==> src/rtl/seq_gen_1011.sv <==
// +--------------------------------------------------------------------------+
// | Module   : seq_gen_1011                                                  |
// | Brief    : Repeating serial pattern generator with gaps, valid/ready     |
// |            handshake, abort and a one-cycle completion pulse.            |
// | Revision : 1.0 - initial release                                         |
// +--------------------------------------------------------------------------+
`default_nettype none

module seq_gen_1011 #(
  parameter int                   PAT_LEN = 4,
  parameter logic [PAT_LEN-1:0]   PATTERN = 4'b1011,
  parameter int                   CNT_W   = 8
) (
  input  logic             clk,
  input  logic             reset,
  input  logic             start,
  input  logic [CNT_W-1:0] rep_count,
  input  logic [3:0]       gap_len,
  input  logic             abort,
  input  logic             out_ready,
  output logic             out_bit,
  output logic             out_valid,
  output logic             frame_start,
  output logic             busy,
  output logic             done
);

  localparam int IDX_W = (PAT_LEN > 1) ? $clog2(PAT_LEN) : 1;

  localparam logic [1:0] c_IDLE = 2'd0;
  localparam logic [1:0] c_SEND = 2'd1;
  localparam logic [1:0] c_GAP  = 2'd2;
  localparam logic [1:0] c_DONE = 2'd3;

  localparam logic [IDX_W-1:0] c_IDX_LAST = IDX_W'(PAT_LEN - 1);
  localparam logic [IDX_W-1:0] c_IDX_ZERO = '0;
  localparam logic [IDX_W-1:0] c_IDX_ONE  = IDX_W'(1);
  localparam logic [CNT_W-1:0] c_REP_ZERO = '0;
  localparam logic [CNT_W-1:0] c_REP_ONE  = CNT_W'(1);
  localparam logic [3:0]       c_GAP_ZERO = 4'd0;
  localparam logic [3:0]       c_GAP_ONE  = 4'd1;

  logic [1:0]       state_q,   state_d;
  logic [IDX_W-1:0] idx_q,     idx_d;
  logic [CNT_W-1:0] rep_q,     rep_d;
  logic [3:0]       gap_len_q, gap_len_d;
  logic [3:0]       gap_cnt_q, gap_cnt_d;

  // State register
  always_ff @(posedge clk or negedge reset) begin
    if (!reset) begin
      state_q   <= c_IDLE;
      idx_q     <= c_IDX_ZERO;
      rep_q     <= c_REP_ZERO;
      gap_len_q <= c_GAP_ZERO;
      gap_cnt_q <= c_GAP_ZERO;
    end else begin
      state_q   <= state_d;
      idx_q     <= idx_d;
      rep_q     <= rep_d;
      gap_len_q <= gap_len_d;
      gap_cnt_q <= gap_cnt_d;
    end
  end

  // Next-state and counter logic; counters only move on a transfer
  always_comb begin
    state_d   = state_q;
    idx_d     = idx_q;
    rep_d     = rep_q;
    gap_len_d = gap_len_q;
    gap_cnt_d = gap_cnt_q;

    case (state_q)
      c_IDLE: begin
        if (start) begin
          if (rep_count != c_REP_ZERO) begin
            state_d   = c_SEND;
            idx_d     = c_IDX_LAST;
            rep_d     = rep_count;
            gap_len_d = gap_len;
            gap_cnt_d = c_GAP_ZERO;
          end else begin
            state_d = c_DONE;
          end
        end
      end

      c_SEND: begin
        if (abort) begin
          state_d   = c_IDLE;
          idx_d     = c_IDX_ZERO;
          rep_d     = c_REP_ZERO;
          gap_cnt_d = c_GAP_ZERO;
        end else if (out_ready) begin
          if (idx_q == c_IDX_ZERO) begin
            // rep_q holds the repetitions still owed, including this one
            if (rep_q == c_REP_ONE) begin
              state_d = c_DONE;
              rep_d   = c_REP_ZERO;
            end else begin
              rep_d = rep_q - c_REP_ONE;
              if (gap_len_q != c_GAP_ZERO) begin
                state_d   = c_GAP;
                gap_cnt_d = gap_len_q;
              end else begin
                idx_d = c_IDX_LAST;
              end
            end
          end else begin
            idx_d = idx_q - c_IDX_ONE;
          end
        end
      end

      c_GAP: begin
        if (abort) begin
          state_d   = c_IDLE;
          idx_d     = c_IDX_ZERO;
          rep_d     = c_REP_ZERO;
          gap_cnt_d = c_GAP_ZERO;
        end else if (out_ready) begin
          if (gap_cnt_q == c_GAP_ONE) begin
            state_d   = c_SEND;
            idx_d     = c_IDX_LAST;
            gap_cnt_d = c_GAP_ZERO;
          end else begin
            gap_cnt_d = gap_cnt_q - c_GAP_ONE;
          end
        end
      end

      c_DONE: begin
        state_d = c_IDLE;
      end

      default: begin
        state_d = c_IDLE;
      end
    endcase
  end

  // Outputs decode registered state only, so start never reaches them combinationally
  always_comb begin
    out_bit     = 1'b0;
    out_valid   = 1'b0;
    frame_start = 1'b0;
    busy        = (state_q != c_IDLE);
    done        = 1'b0;

    case (state_q)
      c_SEND: begin
        out_valid   = 1'b1;
        out_bit     = PATTERN[idx_q];
        frame_start = (idx_q == c_IDX_LAST);
      end
      c_GAP: begin
        out_valid = 1'b1;
      end
      c_DONE: begin
        done = 1'b1;
      end
      default: begin
        out_valid = 1'b0;
      end
    endcase
  end

endmodule

`default_nettype wire

==> config.mk <==
export PLATFORM = sky130hd
export DESIGN_NAME = seq_gen_1011
export DESIGN_NICKNAME = d
export VERILOG_FILES = /design/src/rtl/seq_gen_1011.sv
export SDC_FILE = /design/constraint.sdc
export NUM_CORES = 1
export LEC_CHECK = 0
export ABC_AREA = 1
export CAP_MARGIN = 20
export CORE_ASPECT_RATIO = 0.9
export CORE_MARGIN = 5
export CORE_UTILIZATION = 59
export CTS_CLUSTER_SIZE = 16
export DETAILED_ROUTE_END_ITERATION = 10
export PLACE_DENSITY_LB_ADDON = 0.1
export SYNTH_ARGS = -nofsm -noshare
export SYNTH_HDL_FRONTEND = slang
export SYNTH_SLANG_ARGS = --single-unit
==> constraint.sdc <==
create_clock -name clk -period 4 [get_ports clk]
set_input_delay 0.8 -clock clk [delete_from_list [all_inputs] [get_ports clk]]
set_output_delay 0.8 -clock clk [all_outputs]
set_load 0.1 [all_outputs]
Word level (Yosys, flattened, before mapping)

Cells that the tools add are included.

Logic and storage cells: 86
Flip-flop bits (word level): 20
Output and inout port bits: 5
Bits of input ports: 17

Magnitude comparators: 1
Reductions and logical operators: 12
Equal/unequal tests: 18
Muxes and demuxes: 47
Add/subtract/negate cells: 3

Operators with widths:

| operator                                             | number |
|---|---|
| 2-to-1 mux 8 bit                                     | 7 |
| 2-to-1 mux 2 bit                                     | 20 |
| 2-to-1 mux 4 bit                                     | 10 |
| case mux 8 bit (3 select lines)                      | 1 |
| != test 3 bit (second input constant)                | 6 |
| AND reduction 8 bit                                  | 2 |
| != test 4 bit (second input constant)                | 3 |
| case mux 4 bit (3 select lines)                      | 1 |
| AND reduction 6 bit                                  | 2 |
| equality test 8 x 1 -> 1 bit (second input constant) | 1 |
| case mux 2 bit (4 select lines)                      | 1 |
| nonzero test 8 bit                                   | 1 |
| subtractor 8 x 1 -> 8 bit (second input constant)    | 1 |
| equality test 2 bit (second input constant)          | 3 |
| != test 2 bit (second input constant)                | 3 |
| case mux 2 bit (3 select lines)                      | 1 |
| 2-to-1 mux 1 bit                                     | 5 |
| equality test 4 x 1 -> 1 bit (second input constant) | 1 |
| zero test 2 bit                                      | 2 |
| nonzero test 4 bit                                   | 1 |
| subtractor 4 x 1 -> 4 bit (second input constant)    | 1 |
| < comparator 2 x 3 -> 1 bit (second input constant)  | 1 |
| AND reduction 3 bit                                  | 1 |
| nonzero test 3 bit                                   | 1 |
| other kinds (5)                                      | 5 |

Depth between registers and ports, before layout

Gate-level depths: netlist (run 1).

Depth in word-level cells: 7
Gate-level depth with buffers: 10
Gate-level depth less buffers: 10

Worst setup path before layout (run 1)

OpenSTA, ideal clock, no wires.

Path kind: register to output
Start point: register state_q[1]
End point: output out_bit
Stages on the path, launching flop included: 5
Data arrival time: 1.961 ns
Path slack: 1.239 ns
Buffers on the path: 0
Data required time: 3.200 ns
Path through: dfrtp_1 > inv_1 > ha_1 > inv_2 > nor2_1

Cells in the longest elaborated chain, start to end: 2

RTL lines:

| item                         | line | RTL |
|---|---|---|
| from (decl)                  | 43   | `logic [1:0] state_q, state_d;` |
| from (signal assigned)       | 52   | `state_q <= c_IDLE;` |
| from (signal assigned)       | 58   | `state_q <= state_d;` |
| equality test 2 x 1 -> 1 bit | 151  | `case (state_q)` |
| 2-to-1 mux 1 bit             | 151  |  |
| to (decl)                    | 21   | `output logic out_bit,` |

No other way between the ends.

Worst setup path after layout (run 1)

Start point: register state_q[1]
End point: output frame_start

Cells in the longest elaborated chain, start to end: 2

RTL lines:

| item                         | line | RTL |
|---|---|---|
| equality test 2 x 1 -> 1 bit | 151  |  |
| 2-to-1 mux 1 bit             | 151  |  |
| to (decl)                    | 23   | `output logic frame_start,` |

No other way between the ends.

==> results of run 1 <==
[metal layers]
layer | GRT usage | vias up | wire, um
met5 | 0 | - | 0
met4 | 0.0592 | 0 | 69
met3 | 0.0470 | 7 | 143
met2 | 0.336 | 34 | 1540
met1 | 0.283 | 652 | 1750
li1 | - | 788 | -
[final timing paths]
| path | startpoint | endpoint |
|---|---|---|
| min in group asynchronous | reset | rep_q[6] |
| max in group asynchronous | reset | state_q[1] |
| setup reg to reg | state_q[1] | rep_q[7] |
| setup / recovery | state_q[1] | frame_start |
| hold reg to reg | gap_cnt_q[1] | gap_cnt_q[1] |
| hold / removal | gap_cnt_q[1] | gap_cnt_q[1] |
[cell usage after synthesis (all sizes together)]
| library cell | n |
|---|---|
| nand4 | 3 |
| nor3 | 1 |
| o31ai | 1 |
| inv | 30 |
| xnor2 | 1 |
| xor2 | 3 |
| buf | 1 |
| a21oi | 2 |
| clkbuf | 1 |
| clkinv | 2 |
| nand3 | 15 |
| o21ai | 19 |
| ha | 12 |
| nor2 | 31 |
| dfrtp | 20 |
| and2 | 1 |
| nand2 | 96 |
| nand3b | 1 |
[final cells by class]
| type | instances | area, um^2 | share of cell area |
|---|---|---|---|
| clock buffer | 3 | 22.5 | 0.0118 |
| timing repair buffer | 21 | 203 | 0.107 |
| clock inverter | 1 | 30.0 | 0.0158 |
| sequential | 20 | 500 | 0.263 |
| inverter | 32 | 121 | 0.0639 |
| tap | 30 | 37.5 | 0.0197 |
| multi-input combinational | 186 | 986 | 0.519 |
[worst max-delay path, delay by kind of cell, from the launching register on]
kind          cells  cell delay [ps]
fa+ha+maj         1              190
flops             1              430
buf+inv           3             1280
simple gates      1               60
[flip-flops by register name, indices dropped and copies added (netlist names)]
signal and count:
rep_q 8, idx_q 2, gap_len_q 4, gap_cnt_q 4, state_q 2
[cells by family (layout without fill, tap and decap cells)]
family | Yosys count | count (layout) | share of synthesized area
DFF | 20 | 20 | 0.308
and+or+nand+nor | 148 | 148 | 0.410
adders and majority gates | 12 | 12 | 0.0925
AOI/OAI and AO/OA | 22 | 22 | 0.0833
xor gates and xnor gates | 4 | 4 | 0.0216
buffers and inverters | 34 | 57 | 0.0840
[power groups by stage]
stage | clock, mW | sequential [mW] | combinational [mW]
finish | 0.169 | 0.379 | 1.13
global route | 0.183 | 0.393 | 1.27
CTS | 0.175 | 0.380 | 1.13
detailed placement | 0 | 0.386 | 1.12
global placement | 0 | 0.383 | 1.11
floorplan | 0 | 0.362 | 0.931
[per-stage QoR]
| step | instance area (um^2) | utilization |
|---|---|---|
| finish | 1900 | 0.703 |
| global route | 1900 | 0.703 |
| CTS | 1900 | 0.703 |
| detailed placement | 1850 | 0.684 |
| global placement | 1850 | 0.684 |
| floorplan | 1620 | - |
==> flow_metrics.tcl, run 1 <==
set metrics [dict create \
    max_cap_violations 0 \
    final_nets 293 \
    rsz0062_at_grt "no" \
    hpwl_um 2770 \
    ys_ff_latch 20 \
    slew_headroom 0.355 \
    power.total_mw 1.67 \
    drv_slew 0 \
    yosys-top-cells-area "dfrtp_1 31%, nand2_1 21%, ha_1 9.3%, inv_1 6.7%, nor2_1 5.6%" \
    drtPass1Iterations 4 \
    die_y_um 59.8 \
    cts_resized 0 \
    vdd_ir_drop_max_v 0.000664 \
    via_per_inst 5.05 \
    holdWs_ps 514 \
    crit_chain "inv_1 > ha_1 > nand2_1 > inv_1 > clkdlybuf4s50_1" \
    combPwrFrac 0.673 \
    p_seq_frac 0.227 \
    synthToLayoutAreaGrowth_pct 17.1 \
    start_util 0.600 \
    cts_tree "done" \
    clkPwrFrac 0.101 \
    max-clock-path-buffers 2 \
    layout-drive-gt1-share 0.110 \
    port_buffers 21 \
    cts_setup_buffers 0 \
    fillers 245 \
    num_antenna_cells 0 \
    grt_max_degree 21 \
    ctsHoldBuffers 0 \
    fin_worst_skew_ps 3.71 \
    fin_cells 293 \
    grt_util_all_layers 0.209 \
    coreArea_mm2 0.00270 \
    drc 0 \
    hold_path.class "flop to flop" \
    die_w_um 65.3 \
    whs_path_depth 2 \
    antenna_found_initial 0 \
    yosys_warnings 0 \
    fin_ws_ps 934 \
    antenna_left 0 \
    die_area_mm2 0.00390 \
    crit_path_top_delay_cell "clkdlybuf4s50_1" \
    worstPathMaxFanout 4 \
    num_io_pins 22 \
    finalHoldViolations 0 \
    seq_area_frac_synth 0.308 \
    ys_types 28 \
    cp.arrival_ps 2270 \
    fmax_ghz 0.326 \
    clk_pin_slew_ps 120 \
    power_density_mw_per_mm2 880 \
    cts_sinks 20 \
    rows 18 \
    synth_top_area_cell "dfrtp_1" \
    synth.cell_area_mm2 0.00162 \
    status "completed" \
    gr-total-overflow 0 \
    min_period_ps 3070 \
    p_leak_nw 1.01 \
    grt_pass1_wl_um 6300 \
    htreeDepth 1 \
    internal-power_mw 0.735 \
    avgSynthCellArea_um2 6.76 \
    setup.worst_path.start_class "flop" \
    rr_worst_depth 10 \
    setup_viol 0 \
    totalNegativeSetupSlack_ps 0 \
    final_common_cell "nand2_1" \
    syn_inst 240 \
    critPathMaxStageDelay_ps 1120 \
    place_ws_ps 1290 \
    timing.critical_path.required_ps 3200 \
    grt_pass1_vias 1460 \
    dp.cells 289 \
    cts_root_buf "clkbuf_4" \
    insertion_delay_ps 310 \
    wl_um 3510 \
    wl_per_cell_um 12.0 \
    layout_common_cells "89 x nand2_1, 29 x inv_1, 24 x nor2_1" \
    p_sw_frac 0.561 \
    numCtsBuffers 3 \
    synth_top_area_frac 0.308 \
    fin_crit_sh 0.766 \
    worstSetupPathType "flop to output pin" \
    vias 1481 \
    cp_common_cell "inv_1" \
    reg2reg_slack_ps 1890 \
    first_iter_violations 83 \
    power_switching_mw 0.938 \
    gp_congestion 0.905 \
    synthesis.nets 269 \
    tightest_slew_ps 965 \
    cp-end-kind "output pin" \
]
(Power assumes the default switching activity.)
==> inputs of run 2 (changes only) <==
CORE_UTILIZATION = 55   (was 59)
clock period = 2.9 ns   (was 4 ns; I/O delays follow)
==> flow_metrics.tcl, run 2 (synthesis results as in run 1) <==
set metrics [dict create \
    num_antenna_cells 0 \
    drv_slew 0 \
    worstPathMaxFanout 4 \
    start_util 0.581 \
    slew_headroom 0.690 \
    clkPwrFrac 0.072 \
    totalNegativeSetupSlack_ps 0 \
    hold_path.class "flop to flop" \
    clk_pin_slew_ps 110 \
    antenna_left 0 \
    coreArea_mm2 0.00279 \
    setup_viol 0 \
    power.total_mw 2.22 \
    grt_max_degree 21 \
    fin_ws_ps 776 \
    power_density_mw_per_mm2 1170 \
    r2r_start "state_q[1]" \
    rsz0062_at_grt "no" \
    p_sw_frac 0.573 \
    place_area_mm2 0.00186 \
    wl_um 3270 \
    status "completed" \
    setup.worst_path.start_class "flop" \
    worstSetupPathType "flop to output pin" \
    top_register "rep_q" \
    fin_crit_sh 0.732 \
    max_cap_violations 0 \
    numCtsBuffers 3 \
    p_seq_frac 0.237 \
    rows 18 \
    ctsHoldBuffers 0 \
    p_leak_nw 1.01 \
    cts_root_buf "clkbuf_4" \
    fmax_ghz 0.471 \
    layout_common_cells "89 x nand2_1, 29 x inv_1, 24 x nor2_1" \
    min_from "gap_cnt_q[0]" \
    wl_per_cell_um 10.8 \
    drtPass1Iterations 4 \
    cp-end-kind "output pin" \
    vias 1447 \
    layout-drive-gt1-share 0.121 \
    finalInstanceArea_mm2 0.00190 \
    cts_setup_buffers 0 \
    power_switching_mw 1.27 \
    min_period_ps 2120 \
    grt_pass1_wl_um 6020 \
    largest_reg_flops 8 \
    startpoint "state_q[0]" \
    final_common_cell "nand2_1" \
    die_w_um 67.3 \
    fin_worst_skew_ps 4.32 \
    top_regs "rep_q: 8 flops, gap_cnt_q: 4 flops, gap_len_q: 4 flops" \
    gp_congestion 0.866 \
    grt_util_all_layers 0.189 \
    insertion_delay_ps 300 \
    internal-power_mw 0.948 \
    cp.arrival_ps 1540 \
    hpwl_um 2690 \
    vdd_ir_drop_max_v 0.000837 \
    synthToLayoutAreaGrowth_pct 17.0 \
    first_iter_violations 81 \
    die_area_mm2 0.00414 \
    timing.critical_path.required_ps 2320 \
    grt_pass1_vias 1446 \
    htreeDepth 1 \
    max-clock-path-buffers 2 \
    gr-total-overflow 0 \
    place_ws_ps 548 \
    cts_resized 0 \
    fillers 283 \
    final_core_util 0.680 \
    cts_sinks 20 \
    num_io_pins 22 \
    combPwrFrac 0.690 \
    finalHoldViolations 0 \
    cts_tree "done" \
    port_buffers 21 \
    drc 0 \
    tightest_slew_ps 464 \
    via_per_inst 4.76 \
    antenna_found_initial 0 \
    die_y_um 61.5 \
    final_nets 294 \
]
[run 2: cell types whose count changed in the layout (fill, tap and decap cells not counted), sizes merged]
cell / change
buf: +3
clkbuf: +1
clkdlybuf4s50: -2
bufinv: -1
[run 2: cell type report]
cell class,instances,area [um^2],area share
clock buffers,4,36.3,0.0191
flip-flops and latches,20,500,0.264
repair buffers,22,205,0.108
multi-input cells,186,986,0.519
well taps,40,50.0,0.0264
inverters,32,121,0.0639
[run 2: worst paths after layout]
kind / cells after the start / end / slack, ps
setup / recovery: 4 / busy / 780
hold / removal: 2 / gap_cnt_q[0] / 520
setup reg to reg: 10 / rep_q[7] / 890
hold reg to reg: 2 / gap_cnt_q[0] / 520
max in group asynchronous: 2 / gap_cnt_q[3] / 2090
min in group asynchronous: 2 / state_q[0] / 600
[run 2: layer usage]
layer / global-route usage / vias to the layer above / part of all wire
li1: - / 788 / -
met1: 0.257 / 631 / 0.51
met2: 0.308 / 23 / 0.45
met3: 0.0493 / 5 / 0.037
met4: 0.0347 / 0 / 0.0089
met5: 0 / - / 0
[run 2: metrics by stage]
step / hold slack (ps) / cells
after floorplan: 284 / 240
after global placement: 492 / 300
after detailed placement: 497 / 300
after CTS: 522 / 304
after global routing: 554 / 304
final: 523 / 304
[run 2: critical path, stage by stage, from the launching register on]
cell and delay, ps:
dfrtp_1 410, inv_1 90, ha_1 280, inv_1 150
buf_4 310
[run 2: power groups by stage]
stage	logic [mW]	registers [mW]	clock network, mW
finish	1.53	0.526	0.161
global route	1.75	0.547	0.184
CTS	1.54	0.527	0.165
detailed placement	1.53	0.533	0
global placement	1.52	0.535	0
floorplan	1.28	0.499	0
==> inputs of run 3 (changes only) <==
clock period = 2.1 ns   (was 2.9 ns; I/O delays follow)
==> flow_metrics.tcl, run 3 (synthesis results as in run 1) <==
set metrics [dict create \
    timing.critical_path.required_ps 1680 \
    die_y_um 61.5 \
    clk_pin_slew_ps 120 \
    holdWs_ps 430 \
    rsz0062_at_grt "no" \
    finalInstanceArea_mm2 0.00200 \
    wl_um 3620 \
    rows 18 \
    wl_per_cell_um 11.8 \
    die_area_mm2 0.00414 \
    largest_reg_flops 8 \
    drv_slew 0 \
    cp.arrival_ps 1440 \
    top_register "rep_q" \
    setup_viol 0 \
    coreArea_mm2 0.00279 \
    cts_sinks 20 \
    power_density_mw_per_mm2 1720 \
    power.total_mw 3.45 \
    hpwl_um 2770 \
    start_util 0.581 \
    final_nets 296 \
    status "completed" \
    drc 0 \
    grt_pass1_vias 1339 \
    cts_tree "done" \
    numCtsBuffers 3 \
    setup.worst_path.start_class "flop" \
    tightest_slew_ps 351 \
    dp.cells 302 \
    r2r_start "state_q[1]" \
    grt_pass1_wl_um 6090 \
    rr_worst_depth 8 \
    gr-total-overflow 0 \
    reg2reg_slack_ps 340 \
    place_ws_ps 217 \
    num_io_pins 22 \
    fmax_ghz 0.536 \
    final_core_util 0.716 \
    finalHoldViolations 0 \
    layout-drive-gt1-share 0.135 \
    cts_setup_buffers 0 \
    slew_headroom 0.766 \
    p_leak_nw 1.05 \
    grt_util_all_layers 0.199 \
    antenna_found_initial 0 \
    via_per_inst 4.93 \
    cts_root_buf "clkbuf_4" \
    min_period_ps 1860 \
    htreeDepth 1 \
    cp-end-kind "output pin" \
    layout_common_cells "89 x nand2_1, 29 x inv_1, 23 x nor2_1" \
    timing.rr.end "gap_cnt_q[0]" \
    num_antenna_cells 0 \
    synthToLayoutAreaGrowth_pct 23.1 \
    fin_ws_ps 236 \
    place_area_mm2 0.00195 \
    final_common_cell "nand2_1" \
    cts_resized 0 \
    die_w_um 67.3 \
    fin_crit_sh 0.888 \
    insertion_delay_ps 310 \
    top_regs "rep_q: 8 flops, gap_cnt_q: 4 flops, gap_len_q: 4 flops" \
    drtPass1Iterations 4 \
    fin_cells 306 \
    fin_worst_skew_ps 2.18 \
    ctsHoldBuffers 0 \
    port_buffers 21 \
    max_cap_violations 0 \
    max-clock-path-buffers 2 \
    worstPathMaxFanout 4 \
    first_iter_violations 130 \
    gp_congestion 0.929 \
    totalNegativeSetupSlack_ps 0 \
    antenna_left 0 \
    vias 1509 \
    vdd_ir_drop_max_v 0.00169 \
    worstSetupPathType "flop to output pin" \
    hold_path.class "input port to async pin" \
    grt_max_degree 21 \
]
## run 3: cell count changes in the layout (fill, tap and decap cells not counted), sizes merged
cell and change:
buf +2, bufinv +1, clkbuf -1
## run 3: final cells by class
class                      count  area (um^2)
clock inverter                 1         30.0
clock buffer                   3         22.5
tap                           40         50.0
multi-input combinational    186          991
inverter                      32          121
timing repair buffer          24          283
fill                         243          795
sequential                    20          500
## run 3: how the worst max path moves through the flow
stage | start | endpoint | slack [ps] | cells after the start
2_1_floorplan | state_q[1] | out_bit | 190 | 4
3_3_place_gp | rep_count[5] | rep_q[3] | 250 | 10
3_5_place_dp | out_ready | rep_q[7] | 220 | 8
4_1_cts | state_q[1] | out_bit | 230 | 5
5_1_grt | state_q[1] | out_bit | 120 | 5
6_report | state_q[1] | out_bit | 240 | 5
## run 3: routing by layer
metal / global-route usage / up-vias / wire, um
met1: 0.280 / 656 / 1800
met5: 0 / - / 0
met3: 0.0493 / 8 / 177
met4: 0.0809 / 0 / 54
li1: - / 798 / -
met2: 0.293 / 47 / 1590
## run 3: critical path, cell delays in order (launching register included)
cell     delay, ps
dfrtp_1        440
inv_1          120
ha_1           200
inv_2           70
nor2_2         120
buf_12         190
## run 3: report_power, final
group / total [mW] / switching [mW] / internal [mW]
registers: 0.733 / 0.174 / 0.559
logic: 2.39 / 1.55 / 0.839
clock network: 0.327 / 0.134 / 0.193
